**src/rtl/regblock_seq.sv**
```systemverilog
// Command sequencer and sole master of the 8 x 8-bit register block ports.
// Optional write protection enabled by defining REGSEQ_PROTECT_EN (uses PROTECT_MASK).
module regblock_seq #(
  parameter logic [7:0] PROTECT_MASK = 8'h00
) (
  input  logic       clk,
  input  logic       rst,
  input  logic       cmd_valid,
  output logic       cmd_ready,
  input  logic [1:0] cmd_op,
  input  logic [2:0] cmd_dst,
  input  logic [2:0] cmd_src,
  input  logic [7:0] cmd_imm,
  output logic       done,
  output logic       err,
  output logic       rf_we,
  output logic [2:0] rf_iaddr,
  output logic [7:0] rf_idata,
  output logic       rf_oe,
  output logic [2:0] rf_oaddr,
  input  logic [7:0] rf_odata
);

`ifdef REGSEQ_PROTECT_EN
  localparam logic PROTECT_ON = 1'b1;
`else
  localparam logic PROTECT_ON = 1'b0;
`endif

  typedef enum logic [3:0] {
    S_IDLE = 4'd0,
    S_DONE = 4'd1,
    S_LW   = 4'd2,
    S_MR   = 4'd3,
    S_MW   = 4'd4,
    S_SRA  = 4'd5,
    S_SRB  = 4'd6,
    S_SWA  = 4'd7,
    S_SWB  = 4'd8
  } state_t;

  state_t      state_r;
  state_t      state_next_s;
  logic [2:0]  dst_r;
  logic [2:0]  src_r;
  logic [7:0]  imm_r;
  logic [7:0]  tmp_a_r;
  logic [7:0]  tmp_b_r;
  logic        sup_r;

  logic        accept_s;
  logic        ready_s;
  logic        done_s;
  logic        we_s;
  logic        oe_s;
  logic [2:0]  iaddr_s;
  logic [2:0]  oaddr_s;
  logic [7:0]  idata_s;
  logic        blk_s;

  function automatic logic wr_blocked(input logic [2:0] addr);
    return PROTECT_ON & PROTECT_MASK[addr];
  endfunction

  assign accept_s = (state_r == S_IDLE) & cmd_valid;
  assign blk_s    = we_s & wr_blocked(iaddr_s);

  // State, latched command fields and read-back temporaries
  always_ff @(posedge clk) begin
    if (rst) begin
      state_r <= S_IDLE;
      dst_r   <= 3'd0;
      src_r   <= 3'd0;
      imm_r   <= 8'h00;
      tmp_a_r <= 8'h00;
      tmp_b_r <= 8'h00;
      sup_r   <= 1'b0;
    end else begin
      state_r <= state_next_s;
      if (accept_s) begin
        dst_r <= cmd_dst;
        src_r <= cmd_src;
        imm_r <= cmd_imm;
      end
      if ((state_r == S_MR) || (state_r == S_SRA)) begin
        tmp_a_r <= rf_odata;
      end
      if (state_r == S_SRB) begin
        tmp_b_r <= rf_odata;
      end
      // remembers a suppressed SWA write until the command's done cycle
      sup_r <= done_s ? 1'b0 : (sup_r | blk_s);
    end
  end

  // Next-state and Moore output decode
  always_comb begin
    state_next_s = state_r;
    ready_s      = 1'b0;
    done_s       = 1'b0;
    we_s         = 1'b0;
    oe_s         = 1'b0;
    iaddr_s      = 3'd0;
    oaddr_s      = 3'd0;
    idata_s      = 8'h00;
    case (state_r)
      S_IDLE: begin
        ready_s = 1'b1;
        if (cmd_valid) begin
          case (cmd_op)
            2'd0:    state_next_s = S_DONE;
            2'd1:    state_next_s = S_LW;
            2'd2:    state_next_s = S_MR;
            2'd3:    state_next_s = S_SRA;
            default: state_next_s = S_IDLE;
          endcase
        end else begin
          state_next_s = S_IDLE;
        end
      end
      S_DONE: begin
        done_s       = 1'b1;
        state_next_s = S_IDLE;
      end
      S_LW: begin
        we_s         = 1'b1;
        iaddr_s      = dst_r;
        idata_s      = imm_r;
        done_s       = 1'b1;
        state_next_s = S_IDLE;
      end
      S_MR: begin
        oe_s         = 1'b1;
        oaddr_s      = src_r;
        state_next_s = S_MW;
      end
      S_MW: begin
        we_s         = 1'b1;
        iaddr_s      = dst_r;
        idata_s      = tmp_a_r;
        done_s       = 1'b1;
        state_next_s = S_IDLE;
      end
      S_SRA: begin
        oe_s         = 1'b1;
        oaddr_s      = src_r;
        state_next_s = S_SRB;
      end
      S_SRB: begin
        oe_s         = 1'b1;
        oaddr_s      = dst_r;
        state_next_s = S_SWA;
      end
      S_SWA: begin
        we_s         = 1'b1;
        iaddr_s      = dst_r;
        idata_s      = tmp_a_r;
        state_next_s = S_SWB;
      end
      S_SWB: begin
        we_s         = 1'b1;
        iaddr_s      = src_r;
        idata_s      = tmp_b_r;
        done_s       = 1'b1;
        state_next_s = S_IDLE;
      end
      default: begin
        state_next_s = S_IDLE;
      end
    endcase
  end

  // reset forces every output quiet in the same cycle, so an aborted command issues no write
  assign cmd_ready = ready_s & ~rst;
  assign done      = done_s & ~rst;
  assign err       = done_s & (blk_s | sup_r) & ~rst;
  assign rf_we     = we_s & ~blk_s & ~rst;
  assign rf_oe     = oe_s & ~rst;
  assign rf_iaddr  = rst ? 3'd0 : iaddr_s;
  assign rf_oaddr  = rst ? 3'd0 : oaddr_s;
  assign rf_idata  = rst ? 8'h00 : idata_s;

endmodule

```
**config.mk**
```make
export PLATFORM = sky130hd
export DESIGN_NAME = regblock_seq
export DESIGN_NICKNAME = d
export VERILOG_FILES = /design/src/rtl/regblock_seq.sv
export SDC_FILE = /design/constraint.sdc
export NUM_CORES = 1
export LEC_CHECK = 0
export ABC_AREA = 0
export CORE_UTILIZATION = 35
export DETAILED_ROUTE_END_ITERATION = 8
export PLACE_DENSITY_LB_ADDON = 0.15
export SLEW_MARGIN = 20
export SYNTH_ARGS = -nofsm -noshare
export SYNTH_HDL_FRONTEND = slang
export SYNTH_SLANG_ARGS = --single-unit
```
**constraint.sdc**
```tcl
create_clock -name clk -period 2.1 [get_ports clk]
set_input_delay 0.315 -clock clk [delete_from_list [all_inputs] [get_ports clk]]
set_output_delay 0.315 -clock clk [all_outputs]
set_load 0.005 [all_outputs]
```
[Yosys cells after proc, flatten, opt, wreduce, memory -nomap -nowiden]
Cells that the tools add are included.
Operators by class
  eq/ne operators: 11
  bitwise operators: 6
  multiplexer cells: 13
  reduce and logical (&&, ||, !) cells: 9
Operator list (number)
  8-bit case mux with 3 select lines: 1
  4-bit case mux with 5 select lines: 1
  4-bit by 3-bit == test with 1-bit output (second input constant): 4
  4-bit case mux with 4 select lines: 1
  3-bit case mux with 2 select lines: 2
  4-bit by 2-bit == test with 1-bit output (second input constant): 2
  8-bit 2-to-1 mux: 1
  4-bit OR reduction: 2
  3-bit 2-to-1 mux: 2
  3-bit OR reduction: 2
  1-bit bitwise AND: 5
  2-bit == test (second input constant): 2
  4-bit by 1-bit == test with 1-bit output (second input constant): 1
  4-bit == test (second input constant): 1
  4-bit logical NOT: 1
  1-bit 2-to-1 mux: 4
  4-bit 2-to-1 mux: 1
  2-bit OR reduction: 2
  2-bit by 1-bit == test with 1-bit output (second input constant): 1
  2-bit logical NOT: 1
  1-bit logical OR: 1
  1-bit inverter: 1
Word-level totals
  register bits after elaboration: 34
  input bits: 27
  word-level logic and storage cells: 45
  output and inout bits: 19

[Logic depth before layout (Yosys ltp)]
  depth in word-level cells: 4
  mapped depth: 6
  gate-level depth less buffers: 4

[Least setup slack after synthesis]
No wires, ideal clock.
  path kind: flip-flop to output port
  start point: reg state_r[3]
  end point: out rf_idata[0]
  arrival: 1.455 ns
  required time: 1.785 ns
  cell stages (with the launch flop): 5
  setup slack: 0.330 ns
  cell sequence: dfxtp_1 clkbuf_1 nor4b_1 a211oi_2 a211oi_1
Between the ends
  longest elaborated chain between the ends: 4
RTL lines
  from (decl): line 42  | state_t state_r;
  from (signal assigned): line 79  | state_r <= state_next_s;
  4-bit by 3-bit == test with 1-bit output: line 106  | case (state_r)
  2-bit OR reduction (no line)
  8-bit case mux with 3 select lines *: line 106
  8-bit 2-to-1 mux *: line 181  | assign rf_idata = rst ? 8'h00 : idata_s;
  to (decl): line 18  | output logic [7:0] rf_idata,
Mark *: on every way between the ends. The rest lies on a longest branch, timed or not.

[Worst setup path after layout]
  start point: reg state_r[0]
  end point: out rf_iaddr[1]
Between the ends
  longest elaborated chain between the ends: 4
RTL lines
  4-bit by 3-bit == test with 1-bit output or 4-bit by 2-bit == test with 1-bit output (tied branches): line 106
  3-bit OR reduction (no line)
  3-bit case mux with 2 select lines *: line 106
  3-bit 2-to-1 mux *: line 179  | assign rf_iaddr = rst ? 3'd0 : iaddr_s;
  to (decl): line 17  | output logic [2:0] rf_iaddr,
Marks and branches as above.

==> results.py <==
metrics = {
    "placed_design": {
        "dpl.hpwl_um": 4130,
        "dpl-instance-area_um2": 2690,
        "io_buffers": 44,
        "place.gp.congestion": 0.864,
        "place_ws_ns": -0.147,
    },
    "setup_path": {
        "cp-end-kind": "output port",
        "worstSetupPathType": "flip-flop to output port",
        "reg2regPathDepth": 6,
        "r2r_slack_ns": 0.08,
        "r2r_start": "state_r[2]",
        "required_ns": 1.78,
        "path_max_fanout": 7,
        "r2r_end": "state_r[0]",
        "critPathArrivalTime_ns": 1.74,
        "start_kind": "flip-flop",
    },
    "floorplan": {
        "die_h_um": 77.0,
        "dieWidth_um": 77.0,
        "start_util_pct": 37.3,
        "die_area_um2": 5930,
        "ios": 46,
        "placementRows": 26,
        "core_area_um2": 5270,
    },
    "power": {
        "power_frac_seq_pct": 43.8,
        "ir_drop_mv": 0.417,
        "power_mw": 1.58,
        "switchingPower_mw": 0.466,
        "p_comb_share_pct": 26.9,
        "power.density_nw_per_um2": 528,
        "power.leakage_nw": 1.15,
        "power.internal_mw": 1.12,
        "p_sw_share_pct": 29.5,
        "clkPwrFrac_pct": 29.4,
    },
    "logic_synthesis": {
        "synth.area.top_cells": "dfxtp_1 (35%), o21ai_0 (8.4%), a21oi_1 (7.9%), nand3_1 (7.9%), and3b_1 (7.1%)",
        "yosysTopAreaCell": "dfxtp_1",
        "synth-seq-cells": 34,
        "synth_edf_count": 0,
        "postSynthCellCount": 252,
        "ys.flop_type": "dfxtp_1",
        "async_flop_share_pct": 0,
        "syn_avg_cell_area_um2": 7.81,
        "netlist.area_leader.share_pct": 34.6,
        "yosysUniqueCellTypes": 39,
        "synth_fp_nets": 281,
        "yosysSeqAreaShare_pct": 34.6,
        "mappedNetlistArea_um2": 1970,
        "yosysWarnings": 0,
    },
    "grt": {
        "grt-ovfl-total": 0,
        "grt_max_degree": 34,
        "grt_pass1_wl_um": 9990,
        "grt_pass1_vias": 2007,
        "antenna_found_initial": 0,
        "grt.total_usage_pct": 21.4,
    },
    "drt": {
        "vias": 2108,
        "wirelength_um": 6030,
        "drt-initial-drc-count": 114,
        "firstDrtPassIters": 4,
        "detail_route.wl_per_cell_um": 15.4,
        "final_antenna_net_count": 0,
        "viasPerCell": 5.36,
        "drc": 0,
    },
    "clock_tree": {
        "cts_hold_buf": 0,
        "path_clk_slew_ns": 0.07,
        "htree_levels": 2,
        "cts_sinks": 34,
        "clock_latency_ns": 0.29,
        "clockRootBuffer": "clkbuf_8",
        "cts_max_path_buffers": 2,
        "cts_tree": "built",
        "cts_buffers": 5,
    },
    "flow_run": {
        "max_cap_violations": 0,
    },
    "hold_path": {
        "hp-class": "flip-flop to flip-flop",
        "whs_path_depth": 2,
        "min_from": "tmp_b_r[0]",
        "whs_endpoint": "tmp_b_r[0]",
    },
    "timing": {
        "worst_slew_pin_slew_ns": 0.573,
        "slew_headroom_pct": 61.5,
        "period_share_pct": 98.0,
        "setup_viol": 0,
        "fin_worst_skew_ns": 0.00292,
        "timing.final.max_slew_violations": 0,
        "period_minus_slack_ns": 2.06,
        "max_freq_ghz": 0.486,
        "rsz0062_at_grt": "false",
        "finalHoldViolCount": 0,
        "layout_setup_ws_ns": 0.0420,
    },
    "outcome": {
        "status": "completed",
    },
    "finish": {
        "syn_to_final_growth_pct": 52.1,
        "nNetsFinal": 352,
        "antenna_cells": 0,
        "drive_gt1_share_pct": 30.7,
        "design_area_um2": 2990,
    },
}
power groups by stage:
stage          clock network (mW)  logic, mW  registers, mW
2_1_floorplan                   0      0.182          0.698
3_3_place_gp                    0      0.350          0.706
3_5_place_dp                    0      0.351          0.706
4_1_cts                     0.474      0.403          0.693
5_1_grt                     0.502      0.460          0.696
6_report                    0.464      0.425          0.692
cells in the mapped netlist (2+ instances only):
library cell,number
a211oi_1,8
a21oi_1,31
a31oi_1,3
a32oi_1,3
and3b_1,16
buf_2,5
clkbuf_1,21
dfxtp_1,34
ha_1,2
nand2_1,20
nand2b_1,3
nand3_1,31
nand3b_1,2
nand4b_1,3
nor2_1,6
nor2b_1,3
nor4b_1,2
o21ai_0,33
or4b_2,4
xnor2_1,2
xor2_1,2
cell type report:
cell class              instances  area, µm²
clock buffers                   6       72.6
clock inverters                 1       7.51
fillers                       492       2280
inverters                       1       3.75
multi-input cells             188       1320
flip-flops and latches         34        696
well taps                      70       87.6
repair buffers                 93        805
worst max-delay path, cell delays in order (launching register included):
cell	delay, ns
dfxtp_4	0.39
nand2b_4	0.16
or4b_2	0.62
a31oi_1	0.15
buf_2	0.13
flip-flops by register name, summed over array words and instances (netlist names):
register,cells
dst_r,3
tmp_a_r,8
state_r,4
src_r,3
tmp_b_r,8
imm_r,8
cells by family (layout without fill, tap and decap cells):
logic type	count (synthesis)	after routing	share of synthesized area (%)
AO/OA/AOI/OAI	84	84	25.3
other	1	1	0.191
buffers and inverters	30	101	6.61
flip-flops	34	34	34.6
XOR/XNOR	4	4	1.78
adder cells (fa/ha/maj)	2	2	1.27
AND/OR/NAND/NOR	97	97	30.3
through the flow:
step	setup TNS (ns)	hold slack, ns	utilization, %	cells
after floorplan	0	0.432	-	252
after global placement	-1.06	0.439	51.0	377
after detailed placement	-1.02	0.444	51.0	377
after CTS	-0.114	0.453	55.2	392
after global routing	0	0.473	56.8	393
final	0	0.455	56.8	393
what timing repair did:
item	4_1_cts	5_1_grt
pin swaps	10	5
buffers inserted	8	1
resized for setup	71	27
cloned	0	0
setup endpoints to repair	19	16
layer usage:
| metal | GRT usage [%] | routed length (µm) |
|---|---|---|
| met5 | 0 | 0 |
| met4 | 7.74 | 99 |
| met3 | 3.69 | 295 |
| met2 | 33.4 | 2880 |
| met1 | 29.4 | 2760 |
cell usage in the layout, fill, tap and decap left out, types with 3 or more instances in the layout:
cell and count:
nor2_1 5, buf_4 41, o21ai_1 3, dfxtp_1 30
buf_12 4, and3b_1 16, nand2_1 20, clkdlybuf4s15_1 3
a21oi_1 31, nand3_1 31, nor2b_1 3, o21ai_0 30
buf_6 4, nand4b_1 3, clkbuf_8 5, a211oi_4 3
or4b_4 3, dlygate4sd2_1 3, buf_2 12, a211oi_2 6
dfxtp_4 4, a31oi_1 3, clkdlybuf4s50_1 25
worst max-delay path by stage:
stage	end	slack, ns	cells after the start	startpoint
6_report	rf_iaddr[1]	0.04	4	state_r[0]
3_3_place_gp	rf_iaddr[2]	-0.12	4	state_r[2]
4_1_cts	rf_idata[0]	-0.05	6	state_r[2]
3_5_place_dp	rf_iaddr[0]	-0.15	4	state_r[2]
2_1_floorplan	rf_idata[0]	0.33	4	state_r[3]
5_1_grt	rf_oaddr[2]	0.001	7	state_r[1]
Note: power is estimated with default switching activity, not from simulation.
